`config.mk`:
```
export PLATFORM = sky130hd
export DESIGN_NAME = jesd204b_tx_link_seq
export DESIGN_NICKNAME = d
export VERILOG_FILES = /design/src/rtl/jesd204b_tx_link_seq.sv
export SDC_FILE = /design/constraint.sdc
export NUM_CORES = 1
export LEC_CHECK = 0
export CAP_MARGIN = 15
export CORE_MARGIN = 2
export CORE_UTILIZATION = 42
export CTS_BUF_LIST = sky130_fd_sc_hd__clkbuf_8 sky130_fd_sc_hd__clkbuf_16
export DETAILED_ROUTE_END_ITERATION = 6
export PLACE_DENSITY = 0.92
export SKIP_LAST_GASP = 1
export SYNTH_ARGS = -nofsm -noshare
export SYNTH_HDL_FRONTEND = slang
export SYNTH_SLANG_ARGS = --single-unit
```
`constraint.sdc`:
```
create_clock -name clk -period 5.05 [get_ports clk]
set_input_delay 1.01 -clock clk [delete_from_list [all_inputs] [get_ports clk]]
set_output_delay 1.01 -clock clk [all_outputs]
set_load 0.02 [all_outputs]
```
`src/rtl/jesd204b_tx_link_seq.sv`:
```
`default_nettype none
// ============================================================================
// jesd204b_tx_link_seq : single-lane JESD204B TX link sequencer (CGS/ILAS/DATA)
// feeding the 8b/10b ROM; K-code error supervision when JESD_TX_KERR_CHECK_EN.
// Revision 1.0
// ============================================================================
module jesd204b_tx_link_seq #(
  parameter int F = 2,
  parameter int K = 16
) (
  input  logic                   clk,
  input  logic                   rst_n,
  input  logic                   i_enable,
  input  logic                   i_sync_n,
  input  logic [111:0]           i_cfg,
  input  logic [7:0]             i_data,
  input  logic                   i_k_error,
  input  logic                   i_err_clr,
  output logic [7:0]             o_addr,
  output logic                   o_k,
  output logic                   o_rd_en,
  output logic                   o_data_ready,
  output logic [1:0]             o_state,
  output logic [$clog2(F*K)-1:0] o_lmfc,
  output logic                   o_k_err
);

  localparam int FK = F * K;
  localparam int LW = $clog2(FK);
  localparam logic [LW-1:0] C_LMFC_LAST = LW'(FK - 1);
  localparam logic [7:0] C_K28_0 = 8'h1C;
  localparam logic [7:0] C_K28_3 = 8'h7C;
  localparam logic [7:0] C_K28_4 = 8'h9C;
  localparam logic [7:0] C_K28_5 = 8'hBC;

  if (FK < 17 || FK > 1024) begin : g_fk_range_check
    $error("jesd204b_tx_link_seq: F*K must lie in 17..1024");
  end

  typedef enum logic [1:0] {
    ST_IDLE = 2'd0,
    ST_CGS  = 2'd1,
    ST_ILAS = 2'd2,
    ST_DATA = 2'd3
  } state_t;

  state_t          r_state, w_state_next;
  logic [LW-1:0]   r_lmfc, w_lmfc_next, w_lmfc_inc;
  logic [1:0]      r_mf, w_mf_next;
  logic            r_go, w_go_next;
  logic            r_sync_meta, r_sync_s;
  logic [2:0]      r_lowcnt;
  logic            w_resync;
  logic [7:0]      r_addr, w_addr;
  logic            r_k, w_k;
  logic            r_rd_en, w_rd_en;
  logic [9:0]      w_j10;
  logic [3:0]      w_cfg_idx;

  // SYNC~ synchroniser; idle-high so reset looks like "no request"
  always_ff @(posedge clk or negedge rst_n) begin
    if (!rst_n) begin
      r_sync_meta <= 1'b1;
      r_sync_s    <= 1'b1;
    end else begin
      r_sync_meta <= i_sync_n;
      r_sync_s    <= r_sync_meta;
    end
  end

  always_ff @(posedge clk or negedge rst_n) begin
    if (!rst_n) begin
      r_lowcnt <= 3'd0;
    end else if (r_sync_s) begin
      r_lowcnt <= 3'd0;
    end else if (r_lowcnt != 3'd4) begin
      r_lowcnt <= r_lowcnt + 3'd1;
    end
  end

  // fires only on the edge where the low run reaches its fourth sample
  assign w_resync   = !r_sync_s && (r_lowcnt == 3'd3);
  assign w_lmfc_inc = (r_lmfc == C_LMFC_LAST) ? '0 : r_lmfc + 1'b1;

  always_ff @(posedge clk or negedge rst_n) begin
    if (!rst_n) begin
      r_state <= ST_IDLE;
      r_lmfc  <= '0;
      r_mf    <= 2'd0;
      r_go    <= 1'b0;
    end else begin
      r_state <= w_state_next;
      r_lmfc  <= w_lmfc_next;
      r_mf    <= w_mf_next;
      r_go    <= w_go_next;
    end
  end

  always_comb begin
    w_state_next = r_state;
    w_lmfc_next  = w_lmfc_inc;
    w_mf_next    = r_mf;
    w_go_next    = r_go;
    case (r_state)
      ST_IDLE: begin
        w_lmfc_next = '0;
        w_mf_next   = 2'd0;
        w_go_next   = 1'b0;
        if (i_enable) w_state_next = ST_CGS;
      end
      ST_CGS: begin
        w_go_next = r_sync_s;
        if (r_go && (w_lmfc_inc == '0)) begin
          w_state_next = ST_ILAS;
          w_mf_next    = 2'd0;
        end
      end
      ST_ILAS: begin
        if (w_lmfc_inc == '0) begin
          if (r_mf == 2'd3) w_state_next = ST_DATA;
          else              w_mf_next    = r_mf + 2'd1;
        end
      end
      default: ;
    endcase
    if ((r_state != ST_IDLE) && w_resync) begin
      w_state_next = ST_CGS;
      w_go_next    = 1'b0;
    end
    if (!i_enable) begin
      w_state_next = ST_IDLE;
      w_lmfc_next  = '0;
      w_go_next    = 1'b0;
    end
  end

  // octet selection is driven by the next state so o_addr and o_lmfc stay aligned
  assign w_j10     = 10'(w_lmfc_next);
  assign w_cfg_idx = 4'(w_j10 - 10'd2);

  always_comb begin
    w_addr  = 8'h00;
    w_k     = 1'b0;
    w_rd_en = 1'b0;
    case (w_state_next)
      ST_CGS: begin
        w_addr  = C_K28_5;
        w_k     = 1'b1;
        w_rd_en = 1'b1;
      end
      ST_ILAS: begin
        w_rd_en = 1'b1;
        if (w_lmfc_next == '0) begin
          w_addr = C_K28_0;
          w_k    = 1'b1;
        end else if (w_lmfc_next == C_LMFC_LAST) begin
          w_addr = C_K28_3;
          w_k    = 1'b1;
        end else if ((w_mf_next == 2'd1) && (w_j10 == 10'd1)) begin
          w_addr = C_K28_4;
          w_k    = 1'b1;
        end else if ((w_mf_next == 2'd1) && (w_j10 <= 10'd15)) begin
          w_addr = i_cfg[{w_cfg_idx, 3'b000} +: 8];
        end else begin
          w_addr = w_j10[7:0];
        end
      end
      ST_DATA: begin
        w_addr  = i_data;
        w_rd_en = 1'b1;
      end
      default: ;
    endcase
  end

  always_ff @(posedge clk or negedge rst_n) begin
    if (!rst_n) begin
      r_addr  <= 8'h00;
      r_k     <= 1'b0;
      r_rd_en <= 1'b0;
    end else begin
      r_addr  <= w_addr;
      r_k     <= w_k;
      r_rd_en <= w_rd_en;
    end
  end

  assign o_addr  = r_addr;
  assign o_k     = r_k;
  assign o_rd_en = r_rd_en;
  assign o_state = r_state;
  assign o_lmfc  = r_lmfc;

  // the last ILAS octet cycle already pulls the first user octet so DATA starts at lmfc 0
  assign o_data_ready = (r_state == ST_DATA) ||
                        ((r_state == ST_ILAS) && (r_mf == 2'd3) && (r_lmfc == C_LMFC_LAST));

`ifdef JESD_TX_KERR_CHECK_EN
  logic r_kq;
  logic r_k_err;

  always_ff @(posedge clk or negedge rst_n) begin
    if (!rst_n) begin
      r_kq    <= 1'b0;
      r_k_err <= 1'b0;
    end else begin
      r_kq <= r_rd_en & r_k;
      if (r_kq && i_k_error) r_k_err <= 1'b1;
      else if (i_err_clr)    r_k_err <= 1'b0;
    end
  end

  assign o_k_err = r_k_err;
`else
  logic w_unused_kerr;
  assign w_unused_kerr = i_k_error ^ i_err_clr;
  assign o_k_err       = 1'b0;
`endif

endmodule
`default_nettype wire
```
Word-level counts from Yosys, hierarchy flattened
Cells that the tools add are included.

storage, ports and cells
  output and inout bits = 19
  word-level logic and storage cells = 73
  input bits = 126
  register bits after elaboration = 25

operators by class
  magnitude comparators = 1
  add/sub/neg operators = 4
  equal/unequal tests = 14
  reductions and logical operators = 15
  shift operators = 1
  mux-type cells = 28

operators with widths
  kind                   count
  $shiftx A112 B8 Y8     1
  $mux W8                4
  $pmux W8 S3            1
  $mux W2                8
  $mux W5                3
  $pmux W2 S3            2
  $eq A2 B2 Y1 const B   5
  $eq A5 B5 Y1 const B   2
  $logic_not A5 Y1       2
  $logic_and A1 B1 Y1    7
  $eq A2 B1 Y1 const B   3
  $mux W1                6
  $mux W3                2
  $add A5 B1 Y5 const B  1
  $eq A5 B1 Y1 const B   1
  $le A5 B4 Y1 const B   1
  $ne A4 B1 Y1 const B   1
  $pmux W1 S2            2
  $reduce_bool A2 Y1     2
  $sub A4 B2 Y4 const B  1
  $add A3 B1 Y3 const B  1
  $eq A3 B2 Y1 const B   1
  $ne A3 B3 Y1 const B   1
  $reduce_or A3 Y1       1
  other kinds (4)        4

Logic depth before layout (Yosys ltp)
Gate-level depths: netlist of the first run.

  word-level depth = 13
  gate-level depth with buffers = 17
  depth with buffers taken out = 15

Worst setup path after synthesis of the first run
No wires, ideal clock.

  path type = reg2reg
  start = register r_lmfc[0], in the netlist o_lmfc[0]
  end = register r_addr[3], in the netlist o_addr[3]
  library setup time = 133 ps
  setup slack = 1691 ps
  data required time = 4917 ps
  arrival time = 3226 ps
  clock period less this slack = 3359 ps
  buffers on the path = 2
  stages on the path, launching flop included = 18
  cell sequence = dfrtp_1 > ha_1 > and3_1 > ha_1 > buf_2 > nor2_1 > mux2_2 > nor3_1 > a311oi_1 > o21ai_1 > nand2_1 > inv_1 > ha_1 > buf_1 > nand2_1 > o311ai_0 > a2111oi_0 > nor2_1

between the ends
  elaborated cells on any way between the ends = 32
  those cells by class = add/sub (2); order compare (1); eq/ne (7); shift (1); mux (16); reduce/logical (5)

RTL lines
  what                                                  RTL line  RTL
  start: declaration                                    48        logic [LW-1:0] r_lmfc, w_lmfc_next, w_lmfc_inc;
  start signal: assignment                              93        r_lmfc <= w_lmfc_next;
  $add A5 B1 Y5 / $eq A5 B5 Y1 (equally long branches)  83        assign w_lmfc_inc = (r_lmfc == C_LMFC_LAST) ? '0 : r_lmfc + 1'b1;
  $mux W5 (*)                                           83
  $logic_not A5 Y1 (*)                                  113, 119
  $logic_and A1 B1 Y1                                   113       if (r_go && (w_lmfc_inc == '0)) begin
  $mux W2                                               113
  $pmux W2 S3 (*)                                       104       case (r_state)
  $mux W2 (*)                                           126       if ((r_state != ST_IDLE) && w_resync) begin
  $mux W2 (*)                                           130       if (!i_enable) begin
  net w_state_next[0]                                   47        state_t r_state, w_state_next;
  $eq A2 B2 Y1 / $eq A2 B1 Y1 (equally long branches)   145       case (w_state_next)
  $pmux W8 S3 (*)                                       145
  net w_addr[3]                                         54        logic [7:0] r_addr, w_addr;
  end signal: assignment                                182       r_addr <= w_addr;
  end: declaration                                      54

The timed path passes the listed nets; every way through them passes the cells marked *.
A chain may end at the register's enable or synchronous reset.

Worst setup path after layout of the first run
  start = register r_lmfc[0], in the netlist o_lmfc[0]
  end = register r_addr[3], in the netlist o_addr[3]

between the ends
  longest elaborated chain between the ends = 13
  elaborated cells on any way between the ends = 32
  those cells by class = add/sub (2); order compare (1); eq/ne (7); shift (1); mux (16); reduce/logical (5)

ends and longest elaborated chain
  what                                                    RTL line
  $add A5 B1 Y5 / $eq A5 B5 Y1 (equally long branches)    83
  $mux W5 (*)                                             83
  branches (longest 10 deep; another with $sub A4 B2 Y4)  --
  $pmux W8 S3 (*)                                         145
  net w_addr[3]                                           54

Mark *: on every way through the listed nets, which the timed path passes.

==> results.py, run 1 <==
metrics = {
    "power": {
        "p_sw_share_pct": 31.8,
        "power_density_mw_per_mm2": 148,
        "intPower_mw": 0.415,
        "vdd_drop_max_uv": 122,
        "seqPwrFrac_pct": 37.9,
        "p_comb_share_pct": 41.4,
        "p_leak_nw": 1.58,
        "p_clk_share_pct": 20.7,
        "power.switching_mw": 0.194,
    },
    "sta": {
        "fin_worst_skew_ns": 0.00674,
        "fin_tns_setup_ns": 0,
        "period_minus_slack_ns": 4.22,
        "finalHoldViolCount": 0,
        "min_period_over_period_pct": 83.6,
        "setup_viol": 0,
        "max_slew_margin_pct": 28.4,
        "max_freq_mhz": 237,
        "rsz0062_at_grt": "false",
        "tightest_slew_ns": 1.07,
        "slew_violations": 0,
        "fin_ws_ns": 0.829,
    },
    "placement": {
        "gp_congestion": 0.973,
        "pre_cts_ws_ns": 0.747,
        "dpl_cell_area_sq_mm": 0.00405,
        "post-place-cells": 545,
        "dp_hpwl_mm": 8.07,
        "portBuffers": 141,
    },
    "floorplanning": {
        "rows": 28,
        "die_h_um": 82.5,
        "start_util_pct": 43.7,
        "die_w_um": 82.5,
        "core_area_sq_mm": 0.00592,
        "num_io_pins": 145,
        "dieArea_sq_mm": 0.00680,
    },
    "setup_path": {
        "rr_worst_depth": 10,
        "arrival_ns": 4.36,
        "r2r_slack_ns": 0.83,
        "endpoint_kind": "flip-flop",
        "crit_fanout": 16,
        "start_kind": "flip-flop",
        "crit_required_ns": 5.19,
        "r2r_start": "o_lmfc[0]",
        "worstSetupStartpoint": "o_lmfc[0]",
        "crit_type": "flip-flop to flip-flop",
    },
    "clock_tree": {
        "numCtsBuffers": 3,
        "h-tree-depth": 1,
        "cts_sinks": 25,
        "clock_path_buffers": 2,
        "cts-resized-gates": 0,
        "postCtsSetupRepairBufs": 0,
        "hold_buffers": 0,
        "worstSkewPairLatency_ns": 0.28,
        "cts_tree": "built",
        "cts_root_buffer": "clkbuf_8",
        "clkTransAtPathRegs_ns": 0.10,
    },
    "drt": {
        "ant_nets": 0,
        "wire_per_inst_um": 18.9,
        "via_count": 3366,
        "drt_pass1_iterations": 7,
        "drc": 0,
        "vias_per_cell": 6.13,
        "drtIter0Drc": 340,
        "routed_wl_mm": 10.4,
    },
    "finish": {
        "n_antenna_cell": 0,
        "num-nets-final": 613,
        "syn2layout_area_growth_pct": 58.6,
        "final_cell_mix": "141 x clkdlybuf4s50_1, 67 x nand2_1, 23 x a21oi_1, 23 x dfrtp_1, 16 x nand3_1",
        "stdcell_area_sq_mm": 0.00410,
        "drive_gt1_share_pct": 6.12,
        "final_common_cell": "clkdlybuf4s50_1",
        "final_cells": 549,
    },
    "hold_path": {
        "hold_start": "r_sync_meta",
        "worstHoldPathType": "flip-flop to flip-flop",
        "whs_path_depth": 0,
    },
    "logic_synthesis": {
        "yosys_warnings": 0,
        "ys_seq_elements": 25,
        "synthArstFlopShare_pct": 100,
        "synth_area_leaders": "dfrtp_1 22%, nand2_1 9.7%, ha_1 5.8%",
        "netlist_area_sq_mm": 0.00259,
        "avgSynthCellArea_sq_um": 7.54,
        "synthCells": 343,
        "synth.top_cell.area_share_pct": 22.2,
        "synth.yosys.seq_area_share_pct": 24.3,
        "syn_nets": 481,
        "synthFlopType": "dfrtp_1",
        "yosys.cell_types.count": 59,
        "synth_top_cell_by_area": "dfrtp_1",
        "synth_edf_count": 0,
    },
    "run_status": {
        "outcome": "completed",
    },
    "run": {
        "cap_violations": 0,
    },
    "global_route": {
        "grt_pass1_wl_mm": 15.9,
        "grtUsageTotal_pct": 30.5,
        "antenna_found_initial": 0,
        "grt_overflow": 0,
        "grt_pass1_vias": 3280,
        "grt_max_degree": 26,
    },
}
sequential cells by signal, summed over array words and instances (netlist names), 2 cells and up:
register and count:
o_addr 8, o_lmfc 5, o_state 2, r_lowcnt 3, r_mf 2
power groups by stage:
stage | logic [mW] | clock network, mW | registers (mW)
after floorplan | 0.107 | 0 | 0.235
after global placement | 0.238 | 0 | 0.233
after detailed placement | 0.248 | 0 | 0.234
after CTS | 0.249 | 0.126 | 0.230
after global routing | 0.272 | 0.134 | 0.233
final | 0.252 | 0.126 | 0.231
path summary, 6_finish.rpt:
path / endpoint
setup / recovery: o_addr[3]
hold / removal: r_sync_s
setup reg to reg: o_addr[3]
hold reg to reg: r_sync_s
max in group asynchronous: r_sync_meta
min in group asynchronous: o_lmfc[3]
metrics by stage:
stage	total power [mW]	hold WS (ns)	utilization (%)
after floorplan	0.342	0.345	-
after global placement	0.471	0.346	68.5
after detailed placement	0.482	0.349	68.5
after CTS	0.606	0.362	69.3
after global routing	0.640	0.367	69.3
final	0.609	0.361	69.3
per-layer routing:
metal | GRT usage [%] | share of wire (%) | up-vias | routed length, um
li1 | - | - | 1545 | -
met1 | 37.3 | 38 | 1581 | 3960
met2 | 53.2 | 50 | 206 | 5190
met3 | 4.67 | 8.2 | 34 | 845
met4 | 12.6 | 3.5 | 0 | 359
met5 | 0 | 0 | - | 0
cells in the mapped netlist (4+ instances only):
cell,number
a2111oi_0,5
a211oi_1,6
a21oi_1,23
a221o_1,5
a221oi_1,4
a31oi_1,7
and3_1,5
buf_2,10
clkbuf_1,8
dfrtp_1,23
ha_1,12
inv_1,15
mux2_1,4
mux2i_1,6
nand2_1,67
nand3_1,16
nor2_1,15
nor3_1,11
nor4_1,4
o21ai_0,12
o21ai_1,5
o221ai_1,11
o22ai_1,8
xnor2_1,5
layout make-up:
| cell class | instances | area (sq um) |
|---|---|---|
| fill | 494 | 1820 |
| inverter | 18 | 67.6 |
| multi-input combinational | 278 | 1790 |
| clock buffer | 3 | 41.3 |
| timing repair buffer | 149 | 1470 |
| clock inverter | 1 | 7.51 |
| tap | 75 | 93.8 |
| sequential | 25 | 628 |
critical path, cell delays in order, from the launching register on:
cell and delay, ns:
dfrtp_1 0.50, ha_1 0.30, and3_1 0.16, ha_1 0.33, nor2_2 0.66, o21ai_1 0.48, a221o_1 0.49, a21oi_1 0.26
o311ai_0 0.14, a2111oi_0 0.63, nor2_1 0.13
logic make-up after synthesis:
kind of cell,after synthesis,synth area share [%]
mux,13,5.80
xor+xnor,6,2.03
buf+inv,40,6.43
simple gates,134,23.5
flops,25,24.3
compound gates,112,32.0
other cells,1,0.145
fa+ha+maj,12,5.80
Note: power is estimated with default switching activity, not from simulation.
==> run 2: changes to the inputs <==
Settings changed: CORE_UTILIZATION 42 to 39, PLACE_DENSITY 0.92 to 0.86.
Clock period 5.05 ns to 4.3 ns, I/O delays scaled along.
==> run 2 against run 1 <==
Worst hold slack better by 0.0011 ns. Maximum frequency is 5.8% higher. Non-clock buffer count is 5 higher. Highest routed layer unchanged. Utilization is 4.1 points lower. Via count is 1.6% lower. Sequential power is 17% higher. Die area is 7.3% higher. Clock skew hardly changed. Count of clock-buffer cells in the layout stayed put. Setup slack worse by 0.52 ns.
==> results.py, run 2 (synthesis gave the netlist of run 1 again) <==
metrics = {
    "global_route": {
        "grt_pass1_wl_mm": 15.5,
        "grt_overflow": 0,
        "antenna_found_initial": 0,
        "grtUsageTotal_pct": 26.7,
        "grt_pass1_vias": 3256,
        "grt_max_degree": 26,
    },
    "setup_path": {
        "crit_required_ns": 4.44,
        "r2r_slack_ns": 0.31,
        "arrival_ns": 4.14,
        "endpoint_kind": "flip-flop",
        "r2r-end": "o_addr[0]",
        "worstSetupStartpoint": "o_lmfc[0]",
        "rr_worst_depth": 11,
        "crit_fanout": 12,
        "start_kind": "flip-flop",
        "r2r_start": "o_lmfc[0]",
        "crit_type": "flip-flop to flip-flop",
    },
    "drt": {
        "via_count": 3313,
        "vias_per_cell": 5.96,
        "drt_pass1_iterations": 5,
        "wl_met1_mm": 3.92,
        "wl_met3_um": 704,
        "drtIter0Drc": 312,
        "top_layer": "met4",
        "ant_nets": 0,
        "routed_wl_mm": 10.0,
        "wire_per_inst_um": 18.0,
        "wl_met2_mm": 5.08,
        "drc": 0,
    },
    "hold_path": {
        "min_to": "r_sync_s",
        "worstHoldPathType": "flip-flop to flip-flop",
        "hold_start": "r_sync_meta",
        "whs_path_depth": 0,
    },
    "finish": {
        "num-nets-final": 618,
        "final_cell_mix": "141 x clkdlybuf4s50_1, 67 x nand2_1, 23 x a21oi_1, 23 x dfrtp_1, 16 x nand3_1",
        "final_cells": 556,
        "final_core_util_pct": 65.2,
        "largest_reg_flops": 8,
        "drive_gt1_share_pct": 7.10,
        "n_antenna_cell": 0,
        "syn2layout_area_growth_pct": 60.8,
        "final_common_cell": "clkdlybuf4s50_1",
    },
    "placement": {
        "dp_hpwl_mm": 7.99,
        "portBuffers": 141,
        "pre_cts_ws_ns": 0.262,
        "post-place-cells": 551,
        "gp_congestion": 0.921,
    },
    "sta": {
        "period_minus_slack_ns": 3.99,
        "fin_worst_skew_ns": 0.00723,
        "setup_viol": 0,
        "fin_ws_ns": 0.309,
        "finalHoldViolCount": 0,
        "max_freq_mhz": 251,
        "slew_violations": 0,
        "min_period_over_period_pct": 92.8,
        "tightest_slew_ns": 0.742,
        "fin_tns_setup_ns": 0,
        "rsz0062_at_grt": "false",
        "max_slew_margin_pct": 49.2,
    },
    "power": {
        "p_total_mw": 0.707,
        "p_leak_nw": 1.61,
        "power_density_mw_per_mm2": 170,
        "vdd_drop_max_uv": 153,
    },
    "clock_tree": {
        "worstSkewPairLatency_ns": 0.27,
        "cts_root_buffer": "clkbuf_8",
        "clkTransAtPathRegs_ns": 0.09,
        "postCtsSetupRepairBufs": 0,
        "cts_sinks": 25,
        "cts_tree": "built",
        "numCtsBuffers": 3,
        "hold_buffers": 0,
        "clock_path_buffers": 2,
        "cts-resized-gates": 0,
        "h-tree-depth": 1,
    },
    "floorplanning": {
        "num_io_pins": 145,
        "dieArea_sq_mm": 0.00730,
        "die_w_um": 85.5,
        "die_h_um": 85.5,
        "rows": 29,
        "start_util_pct": 40.5,
        "core_area_sq_mm": 0.00639,
    },
    "run": {
        "cap_violations": 0,
    },
    "run_status": {
        "outcome": "completed",
    },
}
run 2: changes by cell type in the layout (fill, tap and decap cells not counted):
cell        change
buf_16          +1
clkinvlp_4      -1
clkinv_2        +1
a2111oi_1       +1
a2111oi_0       -1
buf_4           +4
run 2: cell type report:
cell class                 count  area [sq um]
tap                           77          96.3
fill                         535          2220
clock inverter                 1          5.00
sequential                    25           628
timing repair buffer         154          1530
inverter                      18          67.6
clock buffer                   3          41.3
multi-input combinational    278          1790
run 2: critical path, stage by stage, from the launching register on:
cell and delay [ns]:
dfrtp_1 0.49, ha_1 0.30, and3_1 0.17, ha_1 0.32, nor2_2 0.44, nand3_1 0.48, o221ai_1 0.40, o31ai_1 0.11
a2111oi_0 0.71, buf_4 0.22, o31a_1 0.14, o22ai_1 0.09
run 2: per-stage QoR:
stage,hold slack [ns],area [sq um]
3_3_place_gp,0.346,4090
6_report,0.362,4160
5_1_grt,0.366,4160
3_5_place_dp,0.349,4090
4_1_cts,0.362,4130
2_1_floorplan,0.345,2590
run 2: worst max path at each step:
| stage | to | slack, ns | depth (start not counted) |
|---|---|---|---|
| finish | o_addr[0] | 0.31 | 11 |
| global route | o_addr[3] | 0.1 | 15 |
| detailed placement | o_addr[0] | 0.26 | 11 |
| global placement | o_addr[0] | 0.26 | 11 |
| CTS | o_addr[3] | 0.38 | 15 |
| floorplan | o_addr[3] | 0.94 | 17 |
run 2: metal layers:
metal / GRT usage [%] / vias up
li1: - / 1556
met1: 31.7 / 1575
met2: 48.2 / 154
met3: 4.96 / 28
met4: 8.51 / 0
met5: 0 / -
run 2: power breakdown:
group	total (mW)	switching [mW]	internal, mW
Clock	0.138	0.0735	0.0647
Combinational	0.299	0.126	0.172
Sequential	0.270	0.0163	0.254
